===== src/rtl/regfile_wb_arbiter_pkg.sv =====
// Shared types and constants for the register-file writeback arbiter.
//   REG_ADDR_W : register address width
//   NUM_REGS   : architectural register count (scoreboard depth)
//   WB_DATA_W  : data width carried in wb_req_t
//   wb_req_t   : one writeback request {valid, addr, data}
package regfile_wb_arbiter_pkg;

    localparam int unsigned REG_ADDR_W = 5;
    localparam int unsigned NUM_REGS   = 32;
    localparam int unsigned WB_DATA_W  = 32;

    typedef struct packed {
        logic                  valid;
        logic [REG_ADDR_W-1:0] addr;
        logic [WB_DATA_W-1:0]  data;
    } wb_req_t;

endpackage


===== src/rtl/regfile_wb_arbiter_if.sv =====
// Writeback / reservation / register-file bus of regfile_wb_arbiter.
//   master : writeback requesters, decode reservation, register file side
//   slave  : the arbiter itself
// Optional bypass ports exist only when WB_BYPASS_EN is defined.
interface regfile_wb_arbiter_if #(
    parameter int unsigned NREQ = 3,
    parameter int unsigned XLEN = 32
);
    import regfile_wb_arbiter_pkg::*;

    logic [NREQ-1:0]            req_valid;
    logic [NREQ*REG_ADDR_W-1:0] req_addr;
    logic [NREQ*XLEN-1:0]       req_data;
    logic [NREQ-1:0]            req_ready;
    logic                       rsv_valid;
    logic [REG_ADDR_W-1:0]      rsv_addr;
    logic                       rsv_ready;
    logic [NUM_REGS-1:0]        busy;
    logic                       rf_we;
    logic [REG_ADDR_W-1:0]      rf_addr;
    logic [XLEN-1:0]            rf_data;
`ifdef WB_BYPASS_EN
    logic [REG_ADDR_W-1:0]      byp_addr_a;
    logic [REG_ADDR_W-1:0]      byp_addr_b;
    logic                       byp_hit_a;
    logic                       byp_hit_b;
    logic [XLEN-1:0]            byp_data_a;
    logic [XLEN-1:0]            byp_data_b;
`endif

    modport master (
        output req_valid, req_addr, req_data, rsv_valid, rsv_addr,
`ifdef WB_BYPASS_EN
        output byp_addr_a, byp_addr_b,
        input  byp_hit_a, byp_hit_b, byp_data_a, byp_data_b,
`endif
        input  req_ready, rsv_ready, busy, rf_we, rf_addr, rf_data
    );

    modport slave (
        input  req_valid, req_addr, req_data, rsv_valid, rsv_addr,
`ifdef WB_BYPASS_EN
        input  byp_addr_a, byp_addr_b,
        output byp_hit_a, byp_hit_b, byp_data_a, byp_data_b,
`endif
        output req_ready, rsv_ready, busy, rf_we, rf_addr, rf_data
    );

endinterface


===== src/rtl/regfile_wb_arbiter_rr_arbiter.sv =====
// N-wide round-robin arbiter with a registered last-grant pointer.
//   clk, rst_n : clock, asynchronous active-low reset
//   i_req      : request vector
//   o_gnt_c    : one-hot combinational grant; search starts at r_ptr+1
// The pointer moves to the granted index and resets to N-1 so that
// index 0 has first priority.
module regfile_wb_arbiter_rr_arbiter #(
    parameter int unsigned N = 3
) (
    input  logic         clk,
    input  logic         rst_n,
    input  logic [N-1:0] i_req,
    output logic [N-1:0] o_gnt_c
);

    localparam int unsigned PTR_W = (N > 1) ? $clog2(N) : 1;

    logic [PTR_W-1:0] r_ptr;
    logic [PTR_W-1:0] w_ptr_nxt;
    logic [PTR_W-1:0] w_idx;
    logic             w_found;

    // Scan N positions starting just after the last winner.
    always_comb begin
        o_gnt_c   = '0;
        w_ptr_nxt = r_ptr;
        w_found   = 1'b0;
        w_idx     = '0;
        for (int unsigned k = 1; k <= N; k++) begin
            w_idx = PTR_W'((32'(r_ptr) + k) % N);
            if (!w_found && i_req[w_idx]) begin
                w_found        = 1'b1;
                o_gnt_c[w_idx] = 1'b1;
                w_ptr_nxt      = w_idx;
            end
        end
    end

    always_ff @(posedge clk or negedge rst_n) begin
        if (!rst_n) begin
            r_ptr <= PTR_W'(N - 1);
        end else begin
            r_ptr <= w_ptr_nxt;
        end
    end

endmodule


===== src/rtl/regfile_wb_arbiter.sv =====
// Register-file writeback arbiter with destination scoreboard.
//   clk, rst_n : clock, asynchronous active-low reset
//   bus        : regfile_wb_arbiter_if.slave
//                req_*  -> round-robin shared write port (ready is combinational)
//                rsv_*  -> decode reservation into the busy scoreboard
//                rf_*   -> registered register-file write stage
// Optional feature macro: WB_BYPASS_EN adds combinational forwarding of
// the write stage to two decode read addresses.
module regfile_wb_arbiter
    import regfile_wb_arbiter_pkg::*;
#(
    parameter int unsigned NREQ = 3,
    parameter int unsigned XLEN = 32
) (
    input  logic                 clk,
    input  logic                 rst_n,
    regfile_wb_arbiter_if.slave  bus
);

    logic [NREQ-1:0]       w_req;
    logic [NREQ-1:0]       w_gnt;
    logic                  w_xfer;
    logic [REG_ADDR_W-1:0] w_sel_addr;
    logic [XLEN-1:0]       w_sel_data;
    logic                  w_rsv_ready;
    logic                  w_rsv_set;
    logic [NUM_REGS-1:0]   w_busy_nxt;
    wb_req_t               r_wb;
    logic [NUM_REGS-1:0]   r_busy;

    // No grants while reset is held.
    assign w_req = bus.req_valid & {NREQ{rst_n}};

    regfile_wb_arbiter_rr_arbiter #(.N(NREQ)) u_rr (
        .clk     (clk),
        .rst_n   (rst_n),
        .i_req   (w_req),
        .o_gnt_c (w_gnt)
    );

    assign bus.req_ready = w_gnt;
    assign w_xfer        = |w_gnt;

    // One-hot mux of the winning request.
    always_comb begin
        w_sel_addr = '0;
        w_sel_data = '0;
        for (int unsigned i = 0; i < NREQ; i++) begin
            if (w_gnt[i]) begin
                w_sel_addr = bus.req_addr[i*REG_ADDR_W +: REG_ADDR_W];
                w_sel_data = bus.req_data[i*XLEN +: XLEN];
            end
        end
    end

    // Write stage; x0 transfers complete the handshake but never write.
    always_ff @(posedge clk or negedge rst_n) begin
        if (!rst_n) begin
            r_wb <= '0;
        end else if (w_xfer) begin
            r_wb.valid <= (w_sel_addr != '0);
            r_wb.addr  <= w_sel_addr;
            r_wb.data  <= WB_DATA_W'(w_sel_data);
        end else begin
            r_wb.valid <= 1'b0;
        end
    end

    assign bus.rf_we   = r_wb.valid;
    assign bus.rf_addr = r_wb.addr;
    assign bus.rf_data = XLEN'(r_wb.data);

    // Reservation is always accepted for x0, which is never tracked.
    assign w_rsv_ready   = !r_busy[bus.rsv_addr] || (bus.rsv_addr == '0);
    assign w_rsv_set     = bus.rsv_valid && w_rsv_ready && (bus.rsv_addr != '0);
    assign bus.rsv_ready = w_rsv_ready;

    // Clear on the edge the register file captures; set and clear of the
    // same bit cannot coincide because a busy bit refuses reservation.
    always_comb begin
        w_busy_nxt = r_busy;
        if (r_wb.valid) begin
            w_busy_nxt[r_wb.addr] = 1'b0;
        end
        if (w_rsv_set) begin
            w_busy_nxt[bus.rsv_addr] = 1'b1;
        end
        w_busy_nxt[0] = 1'b0;
    end

    always_ff @(posedge clk or negedge rst_n) begin
        if (!rst_n) begin
            r_busy <= '0;
        end else begin
            r_busy <= w_busy_nxt;
        end
    end

    assign bus.busy = r_busy;

`ifdef WB_BYPASS_EN
    // Forward the write stage to decode one cycle before the RF holds it.
    assign bus.byp_hit_a  = r_wb.valid && (r_wb.addr == bus.byp_addr_a) && (bus.byp_addr_a != '0);
    assign bus.byp_hit_b  = r_wb.valid && (r_wb.addr == bus.byp_addr_b) && (bus.byp_addr_b != '0);
    assign bus.byp_data_a = XLEN'(r_wb.data);
    assign bus.byp_data_b = XLEN'(r_wb.data);
`endif

endmodule


===== src/flat_wrapper.sv =====
// flat-port wrapper written by rule: the top's interface ports become plain ports
module regfile_wb_arbiter_flat import regfile_wb_arbiter_pkg::*;
#(
    parameter int unsigned NREQ = 3,
    parameter int unsigned XLEN = 32
)
  (clk, rst_n, bus_req_valid, bus_req_addr, bus_req_data, bus_rsv_valid, bus_rsv_addr, bus_req_ready, bus_rsv_ready, bus_busy, bus_rf_we, bus_rf_addr, bus_rf_data);
  regfile_wb_arbiter_if #(.NREQ(NREQ), .XLEN(XLEN)) bus_i ();
  input  logic clk;
  input  logic rst_n;
  input wire logic [$bits(bus_i.req_valid)-1:0] bus_req_valid;
  input wire logic [$bits(bus_i.req_addr)-1:0] bus_req_addr;
  input wire logic [$bits(bus_i.req_data)-1:0] bus_req_data;
  input wire logic [$bits(bus_i.rsv_valid)-1:0] bus_rsv_valid;
  input wire logic [$bits(bus_i.rsv_addr)-1:0] bus_rsv_addr;
  output wire logic [$bits(bus_i.req_ready)-1:0] bus_req_ready;
  output wire logic [$bits(bus_i.rsv_ready)-1:0] bus_rsv_ready;
  output wire logic [$bits(bus_i.busy)-1:0] bus_busy;
  output wire logic [$bits(bus_i.rf_we)-1:0] bus_rf_we;
  output wire logic [$bits(bus_i.rf_addr)-1:0] bus_rf_addr;
  output wire logic [$bits(bus_i.rf_data)-1:0] bus_rf_data;
  assign bus_i.req_valid = bus_req_valid;
  assign bus_i.req_addr = bus_req_addr;
  assign bus_i.req_data = bus_req_data;
  assign bus_i.rsv_valid = bus_rsv_valid;
  assign bus_i.rsv_addr = bus_rsv_addr;
  assign bus_req_ready = bus_i.req_ready;
  assign bus_rsv_ready = bus_i.rsv_ready;
  assign bus_busy = bus_i.busy;
  assign bus_rf_we = bus_i.rf_we;
  assign bus_rf_addr = bus_i.rf_addr;
  assign bus_rf_data = bus_i.rf_data;
  regfile_wb_arbiter #(.NREQ(NREQ), .XLEN(XLEN)) u_core (.clk(clk), .rst_n(rst_n), .bus(bus_i));
endmodule

===== config.mk =====
export PLATFORM = sky130hd
export DESIGN_NAME = regfile_wb_arbiter_flat
export DESIGN_NICKNAME = d
export VERILOG_FILES = /design/src/rtl/regfile_wb_arbiter_pkg.sv /design/src/rtl/regfile_wb_arbiter_if.sv /design/src/rtl/regfile_wb_arbiter_rr_arbiter.sv /design/src/rtl/regfile_wb_arbiter.sv /design/src/flat_wrapper.sv
export SDC_FILE = /design/constraint.sdc
export NUM_CORES = 1
export LEC_CHECK = 0
export ABC_AREA = 1
export BUFFER_PORTS_ARGS = -buffer_cell sky130_fd_sc_hd__buf_2
export CAP_MARGIN = 20
export CORE_MARGIN = 3
export CORE_UTILIZATION = 49
export CTS_BUF_LIST = sky130_fd_sc_hd__clkbuf_8
export CTS_CLUSTER_DIAMETER = 150
export DETAILED_ROUTE_END_ITERATION = 10
export GPL_TIMING_DRIVEN = 0
export HOLD_SLACK_MARGIN = 0.03
export MAX_ROUTING_LAYER = met4
export PLACE_DENSITY = 0.8
export SLEW_MARGIN = 10
export SYNTH_ARGS = -nofsm -noshare
export SYNTH_HDL_FRONTEND = slang
export SYNTH_SLANG_ARGS = --single-unit

===== constraint.sdc =====
create_clock -name clk -period 2.35 [get_ports clk]
set_input_delay 0.235 -clock clk [delete_from_list [all_inputs] [get_ports clk]]
set_output_delay 0.235 -clock clk [all_outputs]
set_load 0.01 [all_outputs]

==> summary.md, run 1 <==
| Metric | Value |
|---|---|
| PD cells | between 1500 and 2000 mW/mm2 |
| CP top delay family | simple AND/OR/NAND/NOR gates |
| Std cell rows | 33 |
| Vias/cell | 5.58 |
| Worst Setup Path Type | register to primary output |
| Slowest CP cell | dfstp_2 |
| Status | finished, violations left |
| Vias in the first global route | 5,076 |
| Final GP Congestion | ~1 |
| Cell Area, Placed | ~0.0054 mm2 |
| PortBufs | 194 |
| Clk Latency, worst-skew pair | 0.35 ns |
| DIE HEIGHT | 99.4 um |
| Syn nets | 712 |
| TritonCTS Buffers | 9 |
| Largest area contributor in the netlist | dfrtp_1 |
| Total length of routed wires | 15,300 um |
| Vias | approximately 5,100 |
| Area fraction of the dominant cell type after synthesis | 0.410 |
| Hold Path Class | primary input to async pin |
| Leak | 3.13 nW |
| Setup ws final | -0.0484 ns |
| Sequential area share after synthesis | 0.416 |
| Final instance area | ~0.0060 mm2 |
| Max_slew headroom | 0.637 |
| Final Total Pwr | 11.2 mW |
| RSZ-0062 raised after global routing | yes |
| Peak supply drop | 1.40 mV |
| Area contributors post-synth | dfrtp_1, nand2_1, nand3_1 |
| Boundary pin count | 196 |
| Avg Cell Area, Syn | 7.30 um2 |
| Failing checks | negative hold slack, negative setup slack |
| Crit-path max FO | 4 |
| Layout Area Growth over Synthesis | 39.8% |
| GRT Total Usage | 0.312 |
| Initial DRC count | 287 |
| Synthesized area | ~0.0043 mm2 |
| Clock Tree Buf Depth | 2 |
| Final ANT Viol Nets | 0 |
| Die X | 99.4 um |
| # DRC | 0 |
| Worst path cell trace | ha_4 > inv_4 > nand2_2 > nand3_4 > nand2_4 > nor2_4 > nand3_2 > nand2_2 > buf_6 > buf_6 > buf_6 |
| Setup crit end kind | primary output |
| Max-slew violation count | 0 |
| Core area | 0.00834 mm2 |
| Clock Skews | between 0.01 and 0.015 ns |
| Actual transition at the worst max-transition pin | between 0.5 and 0.6 ns |
| Final period utilization | 1.02 |
| # setup viols final | 7 |
| Fin nets | 934 |
| Crit path launch type | register |
| Die ar. | 0.00988 mm2 |
| Synth unique cells | 32 |
| Sw frac | 0.488 |
| CTS H-tree lvls | 3 |
| Worst path max stage delay | 0.58 ns |
| Worst-path clk slew | around 0.080 ns |
| Drt pass-1 iters | 5 |
| Initial antenna violation count | 0 |
| Max cap viols | 0 |
| Comb pwr share | 0.683 |
| DP HPWL | around 11,000 um |
| Final setup TNS | -0.120 ns |
| CTS tree | built |
| Clk pwr share | 0.099 |
| Warnings, synthesis | 0 |
| Grt ovf | 0 |
| Internal | 5.73 mW |
| Psw | between 5 and 6 mW |
| CTS sink count | 71 |
| Required @ worst endpoint | 2.12 ns |
| CP Buf/Inv Count | 4 |
| First-pass GRT wire length | 23,900 um |
| Synth Instances | 586 |
| Sequential power share | 0.218 |
| Final min period | 2.40 ns |
| Post-DR wirelength/cell | 16.7 um |
| Antenna Cells | 0 |
| Clock Tree Root | clkbuf_8 |
| Initial core utilization | 0.513 |
| Post-Route Hold Slack | -0.255 ns |
| Final Util | 0.716 |
| Final-report hold violation count | 17 |
| Layout cells sized above 1 | 0.367 |
| Worst path most repeated cell | buf_6 |
| Fmax | 0.417 GHz |
| Flops & latches, synth | slightly above 70 |
| Filler cell count | 675 |
| Largest net degree at the start of global routing | 60 |
| Critical Path AT | 2.16 ns |
worst paths after layout:
| check | cells past startpoint | end | slack (ns) | start |
|---|---|---|---|---|
| setup / recovery | 11 | bus_req_ready[2] | -0.05 | u_core.u_rr.r_ptr[1] |
| hold / removal | 1 | u_core.bus.busy[9] | -0.25 | rst_n |
| setup reg to reg | 13 | u_core.bus.rf_data[11] | -0.03 | u_core.u_rr.r_ptr[1] |
| hold reg to reg | 2 | u_core.bus.rf_data[23] | 0.49 | u_core.bus.rf_data[23] |
| max in group asynchronous | 2 | u_core.u_rr.r_ptr[1] | 2.01 | rst_n |
| min in group clk | 3 | u_core.bus.rf_data[24] | 0.09 | bus_req_data[88] |
final cells by class:
class	count	area, um2	share of cell area
inverters	39	161	0.0270
well taps	105	131	0.0220
multi-input cells	448	2290	0.384
clock inverters	6	85.1	0.0142
plain buffers	27	234	0.0392
flip-flops and latches	71	1780	0.298
repair buffers	211	1150	0.192
repair inverters	1	6.26	0.00105
clock buffers	10	138	0.0230
through the flow:
step	hold WS (ns)	instances	setup WS, ns
floorplan	-0.0606	586	0.160
global placement	0.453	885	-0.904
detailed placement	0.123	886	-0.175
CTS	-0.253	909	-0.0198
global route	-0.250	918	-0.127
finish	-0.255	918	-0.0484
per-layer routing:
metal  up-vias  GRT usage  wire (um)
met3        59     0.0561       1350
met4         0      0.173        680
met5         -          -          0
li1       2410          -          -
met2       311      0.503       7490
met1      2338      0.371       5800
repair_timing:
| action | 4_1_cts | 5_1_grt |
|---|---|---|
| hold endpoints to repair | 17 | 17 |
| endpoints found under the setup margin | 38 | 40 |
| gates cloned | 0 | 3 |
| pin swaps | 7 | 12 |
| setup buffers | 7 | 7 |
| resized for setup | 21 | 35 |
Yosys cell counts:
master,count
nand3_1,90
nand2_2,5
a21oi_1,8
buf_6,6
o21ai_0,34
a22oi_1,13
buf_2,13
inv_2,6
o221ai_1,2
conb_1,1
ha_1,4
nand2_4,1
nand3_2,2
o21ai_1,1
o31ai_2,1
a22oi_2,1
dfstp_2,1
o211ai_1,33
dfrtp_1,70
clkbuf_1,4
or2_1,2
nor2_4,1
nor3_1,10
nand4_1,2
nor2_2,3
nand2_1,199
buf_4,5
inv_4,2
nor2_1,32
a31oi_1,1
inv_1,31
or2_2,2
flip-flops by register name (all words and copies together) (netlist names):
signal	cells
u_core.bus.rf_data	32
u_core.bus.busy	31
u_core.u_rr.r_ptr	2
u_core.bus.rf_we	1
u_core.bus.rf_addr	5
power groups by stage:
stage / clock [mW] / sequential, mW / combinational [mW]
after floorplan: 0 / 2.64 / 4.11
after global placement: 0 / 2.41 / 6.17
after detailed placement: 0 / 2.43 / 6.40
after CTS: 1.12 / 2.43 / 6.78
after global routing: 1.17 / 2.53 / 8.42
final: 1.11 / 2.44 / 7.65
logic make-up after synthesis:
kind of cell | count (synthesis) | share of synthesized area
other | 1 | 0.000877
DFF | 71 | 0.416
AOI/OAI and AO/OA | 94 | 0.143
and+or+nand+nor | 349 | 0.350
adders and majority gates | 4 | 0.0117
buffers and inverters | 67 | 0.0787
placed cells by master (no fill, tap or decap), drive strengths merged, types with 2 or more instances in the layout:
cell type,instances
buf,232
nand2,205
nand3,92
dfrtp,70
inv,41
nor2,36
o21ai,35
o211ai,33
clkbuf,16
a22oi,14
nor3,10
a21oi,8
or2,4
ha,4
nand4,2
o221ai,2
bufinv,2
clkinv,2
Power figures use the tool's default switching activity.
==> inputs of run 2 (changes only) <==
--- a/config.mk
+++ b/config.mk
@@ -9,15 +9,15 @@
 export BUFFER_PORTS_ARGS = -buffer_cell sky130_fd_sc_hd__buf_2
 export CAP_MARGIN = 20
 export CORE_MARGIN = 3
-export CORE_UTILIZATION = 49
+export CORE_UTILIZATION = 44
 export CTS_BUF_LIST = sky130_fd_sc_hd__clkbuf_8
 export CTS_CLUSTER_DIAMETER = 150
 export DETAILED_ROUTE_END_ITERATION = 10
 export GPL_TIMING_DRIVEN = 0
 export HOLD_SLACK_MARGIN = 0.03
 export MAX_ROUTING_LAYER = met4
-export PLACE_DENSITY = 0.8
-export SLEW_MARGIN = 10
+export PLACE_DENSITY = 0.76
+export SLEW_MARGIN = 20
 export SYNTH_ARGS = -nofsm -noshare
 export SYNTH_HDL_FRONTEND = slang
 export SYNTH_SLANG_ARGS = --single-unit
==> constraint.sdc (replaced) <==
create_clock -name clk -period 1.9 [get_ports clk]
set_input_delay 0.19 -clock clk [delete_from_list [all_inputs] [get_ports clk]]
set_output_delay 0.19 -clock clk [all_outputs]
set_load 0.01 [all_outputs]
==> summary.md, run 2 <==
| Metric | Value |
|---|---|
| Status | aborted with a tool error |
| Fail Step | detailed routing (5_2_route) |
| Stop err | [ERROR DRT-0255] Maze Route cannot find path of net clk in worker of routeBox ( 96600 0 ) ( 104575 48300 ). |
| Asr flop ratio synth | 1.00 |
| Initial antenna violation count | 0 |
| Post-synth EDFFs | 0 |
| First-pass GRT wire length | about 25,000 um |
| Sequential area share after synthesis | 0.416 |
| Clock Tree Buf Depth | 2 |
| Post-GRT worst EP | u_core.bus.rf_we$_DFF_PN0_/D |
| Boundary pin count | 196 |
| Grt ovf | 0 |
| Pre-CTS setup slack | -0.451 ns |
| Worst endpoint type | register input |
| PortBufs | slightly below 200 |
| Vias in the first global route | between 5,000 and 6,000 |
| TritonCTS Buffers | 9 |
| DP HPWL | 11,600 um |
| Area fraction of the dominant cell type after synthesis | 0.410 |
| Post-synth top cells | nand2_1, nand3_1, dfrtp_1 |
| Most common cell in the netlist | nand2_1 |
| Syn nets | 712 |
| Largest area contributor in the netlist | dfrtp_1 |
| Synth Instances | 586 |
| Clock Tree Root | clkbuf_8 |
| Warnings, synthesis | 0 |
| Initial core utilization | 0.458 |
| Std cell rows | 35 |
| Flops & latches, synth | 71 |
| CTS H-tree lvls | 3 |
| Most used DFF post-synth | dfrtp_1 |
| Die X | between 100 and 150 um |
| Final GP Congestion | 0.970 |
| DIE HEIGHT | 105 um |
| GRT Total Usage | 0.292 |
| CTS sink count | between 70 and 80 |
| Synth unique cells | 32 |
| Avg Cell Area, Syn | roughly 7.3 um2 |
| Largest net degree at the start of global routing | 40 |
| Area contributors post-synth | dfrtp_1, nand2_1, nand3_1 |
| Synthesized area | 0.00428 mm2 |
run 2: cell counts after synthesis:
No cell type changed its count.
run 2: cells by family after synthesis:
logic type	synth area share
simple gates	0.350
compound gates	0.143
flops	0.416
buf+inv	0.0787
fa+ha+maj	0.0117
other cells	0.000877
run 2: layer usage:
metal  track usage
met1         0.356
met2         0.490
met3        0.0519
met4         0.101
met5             -
run 2: per-stage QoR:
| step | std cells | utilization | instance area (um2) |
|---|---|---|---|
| after global routing | 954 | 0.669 | 6240 |
| after CTS | 947 | 0.654 | 6100 |
| after detailed placement | 910 | 0.588 | 5490 |
| after global placement | 909 | 0.586 | 5470 |
| after floorplan | 586 | - | 4330 |
run 2: what timing repair did:
item / 4_1_cts / 5_1_grt
setup endpoints to repair: 42 / 44
hold buffers: 2 / 0
resized for setup: 50 / 24
cloned: 3 / 1
pin swaps: 16 / 23
setup buffers: 16 / 6
hold endpoints to repair: 31 / 0
==> inputs of run 3 (changes only) <==
--- a/config.mk
+++ b/config.mk
@@ -9,14 +9,10 @@
 export BUFFER_PORTS_ARGS = -buffer_cell sky130_fd_sc_hd__buf_2
 export CAP_MARGIN = 20
 export CORE_MARGIN = 3
-export CORE_UTILIZATION = 44
-export CTS_BUF_LIST = sky130_fd_sc_hd__clkbuf_8
-export CTS_CLUSTER_DIAMETER = 150
+export CORE_UTILIZATION = 35
 export DETAILED_ROUTE_END_ITERATION = 10
 export GPL_TIMING_DRIVEN = 0
-export HOLD_SLACK_MARGIN = 0.03
-export MAX_ROUTING_LAYER = met4
-export PLACE_DENSITY = 0.76
+export PLACE_DENSITY_LB_ADDON = 0.15
 export SLEW_MARGIN = 20
 export SYNTH_ARGS = -nofsm -noshare
 export SYNTH_HDL_FRONTEND = slang
==> constraint.sdc (replaced) <==
create_clock -name clk -period 2.45 [get_ports clk]
set_input_delay 0.245 -clock clk [delete_from_list [all_inputs] [get_ports clk]]
set_output_delay 0.245 -clock clk [all_outputs]
set_load 0.01 [all_outputs]
==> summary.md, run 3 (same netlist as run 1, synthesis figures left out) <==
| Metric | Value |
|---|---|
| Required @ worst endpoint | 2.20 ns |
| Max-slew violation count | 0 |
| Drt pass-1 iters | 7 |
| DIE HEIGHT | 117 um |
| Multi-input logic area | 0.00228 mm2 |
| CTS sink count | approximately 70 |
| Final cell count without fillers | 962 |
| Vias/cell | 5.10 |
| Comb pwr share | 0.660 |
| Final min period | 2.36 ns |
| Commonest non-fill, non-tap cell in the layout | buf_2 |
| Final setup TNS | 0 ns |
| Grt ovf | 0 |
| Crit-path max FO | 8 |
| # DRC | 0 |
| Initial DRC count | 379 |
| Final-report hold violation count | 0 |
| Clock Tree Root | clkbuf_16 |
| Clock Skews | about 0.0061 ns |
| GRT Total Usage | 0.226 |
| Layout Area Growth over Synthesis | 42.8% |
| Worst path cell trace | ha_4 > inv_4 > nand4_1 > nand2_4 > inv_1 > nand3_1 > nand3_2 > buf_6 > buf_2 |
| Crit path launch type | register |
| Slowest CP cell | dfstp_2 |
| Peak supply drop | 0.879 mV |
| Leak | 3.19 nW |
| Hold Path Class | primary input to async pin |
| Worst-path clk slew | 0.05 ns |
| Setup ws final | roughly 0.088 ns |
| Layout cells sized above 1 | 0.364 |
| Die X | 117 um |
| Vias | 4,908 |
| Final period utilization | 0.964 |
| Boundary pin count | 196 |
| Actual transition at the worst max-transition pin | 0.571 ns |
| PortBufs | 194 |
| Std cell rows | 39 |
| Max FFs per register | 32 |
| Core area | 0.0117 mm2 |
| Critical Path AT | 2.12 ns |
| Initial antenna violation count | 0 |
| Clk pwr share | 0.117 |
| Die ar. | 0.0136 mm2 |
| Post-DR wirelength/cell | 16.3 um |
| DP HPWL | 11,700 um |
| Clock Tree Buf Depth | 2 |
| Max_slew headroom | 0.617 |
| Filler cell count | 1,167 |
| Sequential power share | 0.223 |
| CTS tree | built |
| Final GP Congestion | 0.897 |
| Total length of routed wires | around 16,000 um |
| Vias in the first global route | ~4,700 |
| Antenna Cells | 0 |
| Fin nets | 940 |
| Most frequent cells in the layout | buf_2, nand2_1, nand3_1 |
| # setup viols final | 0 |
| First-pass GRT wire length | 24,000 um |
| Fmax | ~0.42 GHz |
| Pre-CTS setup slack | -0.172 ns |
| Placed cells | 924 |
| Status | completed |
| Sequential cell area | around 0.0018 mm2 |
| Final ANT Viol Nets | 0 |
| Sw frac | 0.481 |
| CTS H-tree lvls | 3 |
| Clk Latency, worst-skew pair | 0.33 ns |
| PD cells | 1720 mW/mm2 |
| Worst path max stage delay | 0.58 ns |
| Initial core utilization | 0.367 |
| Setup crit end kind | primary output |
| Max cap viols | 0 |
| RSZ-0062 raised after global routing | yes |
| Post-Route Hold Slack | roughly 0.024 ns |
| Internal | 5.44 mW |
| Psw | 5.04 mW |
| TritonCTS Buffers | 9 |
| Worst Setup Path Type | register to primary output |
| Largest net degree at the start of global routing | 44 |
run 3: path summary, 6_finish.rpt:
check | startpoint | end | slack [ns] | depth (start not counted)
min in group clk | bus_req_data[71] | u_core.bus.rf_data[7] | 0.13 | 3
worst min-delay path | rst_n | u_core.u_rr.r_ptr[1] | 0.02 | 2
worst max register to register | u_core.u_rr.r_ptr[1] | u_core.bus.rf_we | 0.10 | 15
worst min register to register | u_core.bus.rf_data[3] | u_core.bus.rf_data[3] | 0.49 | 2
worst max-delay path | u_core.u_rr.r_ptr[1] | bus_req_ready[0] | 0.09 | 9
max in group asynchronous | rst_n | u_core.bus.rf_data[27] | 1.71 | 4
run 3: worst max-delay path: cells and delay by family, from the launching register on:
family	cells	cell delay, ns
AND/OR/NAND/NOR	4	0.54
buffers and inverters	4	0.43
adder cells (fa/ha/maj)	1	0.23
flip-flops	1	0.58
run 3: cell type report:
type / count / share of cell area
inverter: 39 / 0.0256
clock inverter: 3 / 0.00287
timing repair buffer: 217 / 0.200
multi-input combinational: 448 / 0.374
sequential: 71 / 0.291
buffer: 28 / 0.0350
tap: 143 / 0.0293
clock buffer: 13 / 0.0426
run 3: repair_timing:
action,in CTS,in global routing
hold buffers,4,0
setup endpoints to repair,21,36
pin swaps,3,9
hold endpoints to repair,27,0
setup buffers,6,12
gates resized for setup,12,31
run 3: layer usage:
metal  part of all wire  vias to the layer above  GRT usage
met5                  0                        -          0
li1                   -                     2421          -
met1               0.41                     2250      0.282
met4              0.022                        0     0.0804
met3              0.080                       27     0.0575
met2               0.49                      210      0.378
run 3: power groups by stage:
stage          clock, mW  combinational, mW  sequential [mW]
2_1_floorplan          0               3.95             2.54
3_3_place_gp           0               6.05             2.32
3_5_place_dp           0               6.18             2.33
4_1_cts             1.25               6.46             2.33
5_1_grt             1.31               7.73             2.42
6_report            1.23               6.92             2.33
run 3: per-stage QoR:
stage / power [mW] / area (um2) / util
floorplan: 6.48 / 4280 / -
finish: 10.5 / 6110 / 0.524
global route: 11.5 / 6110 / 0.524
global placement: 8.37 / 5430 / 0.465
detailed placement: 8.50 / 5460 / 0.468
CTS: 10.0 / 5910 / 0.507
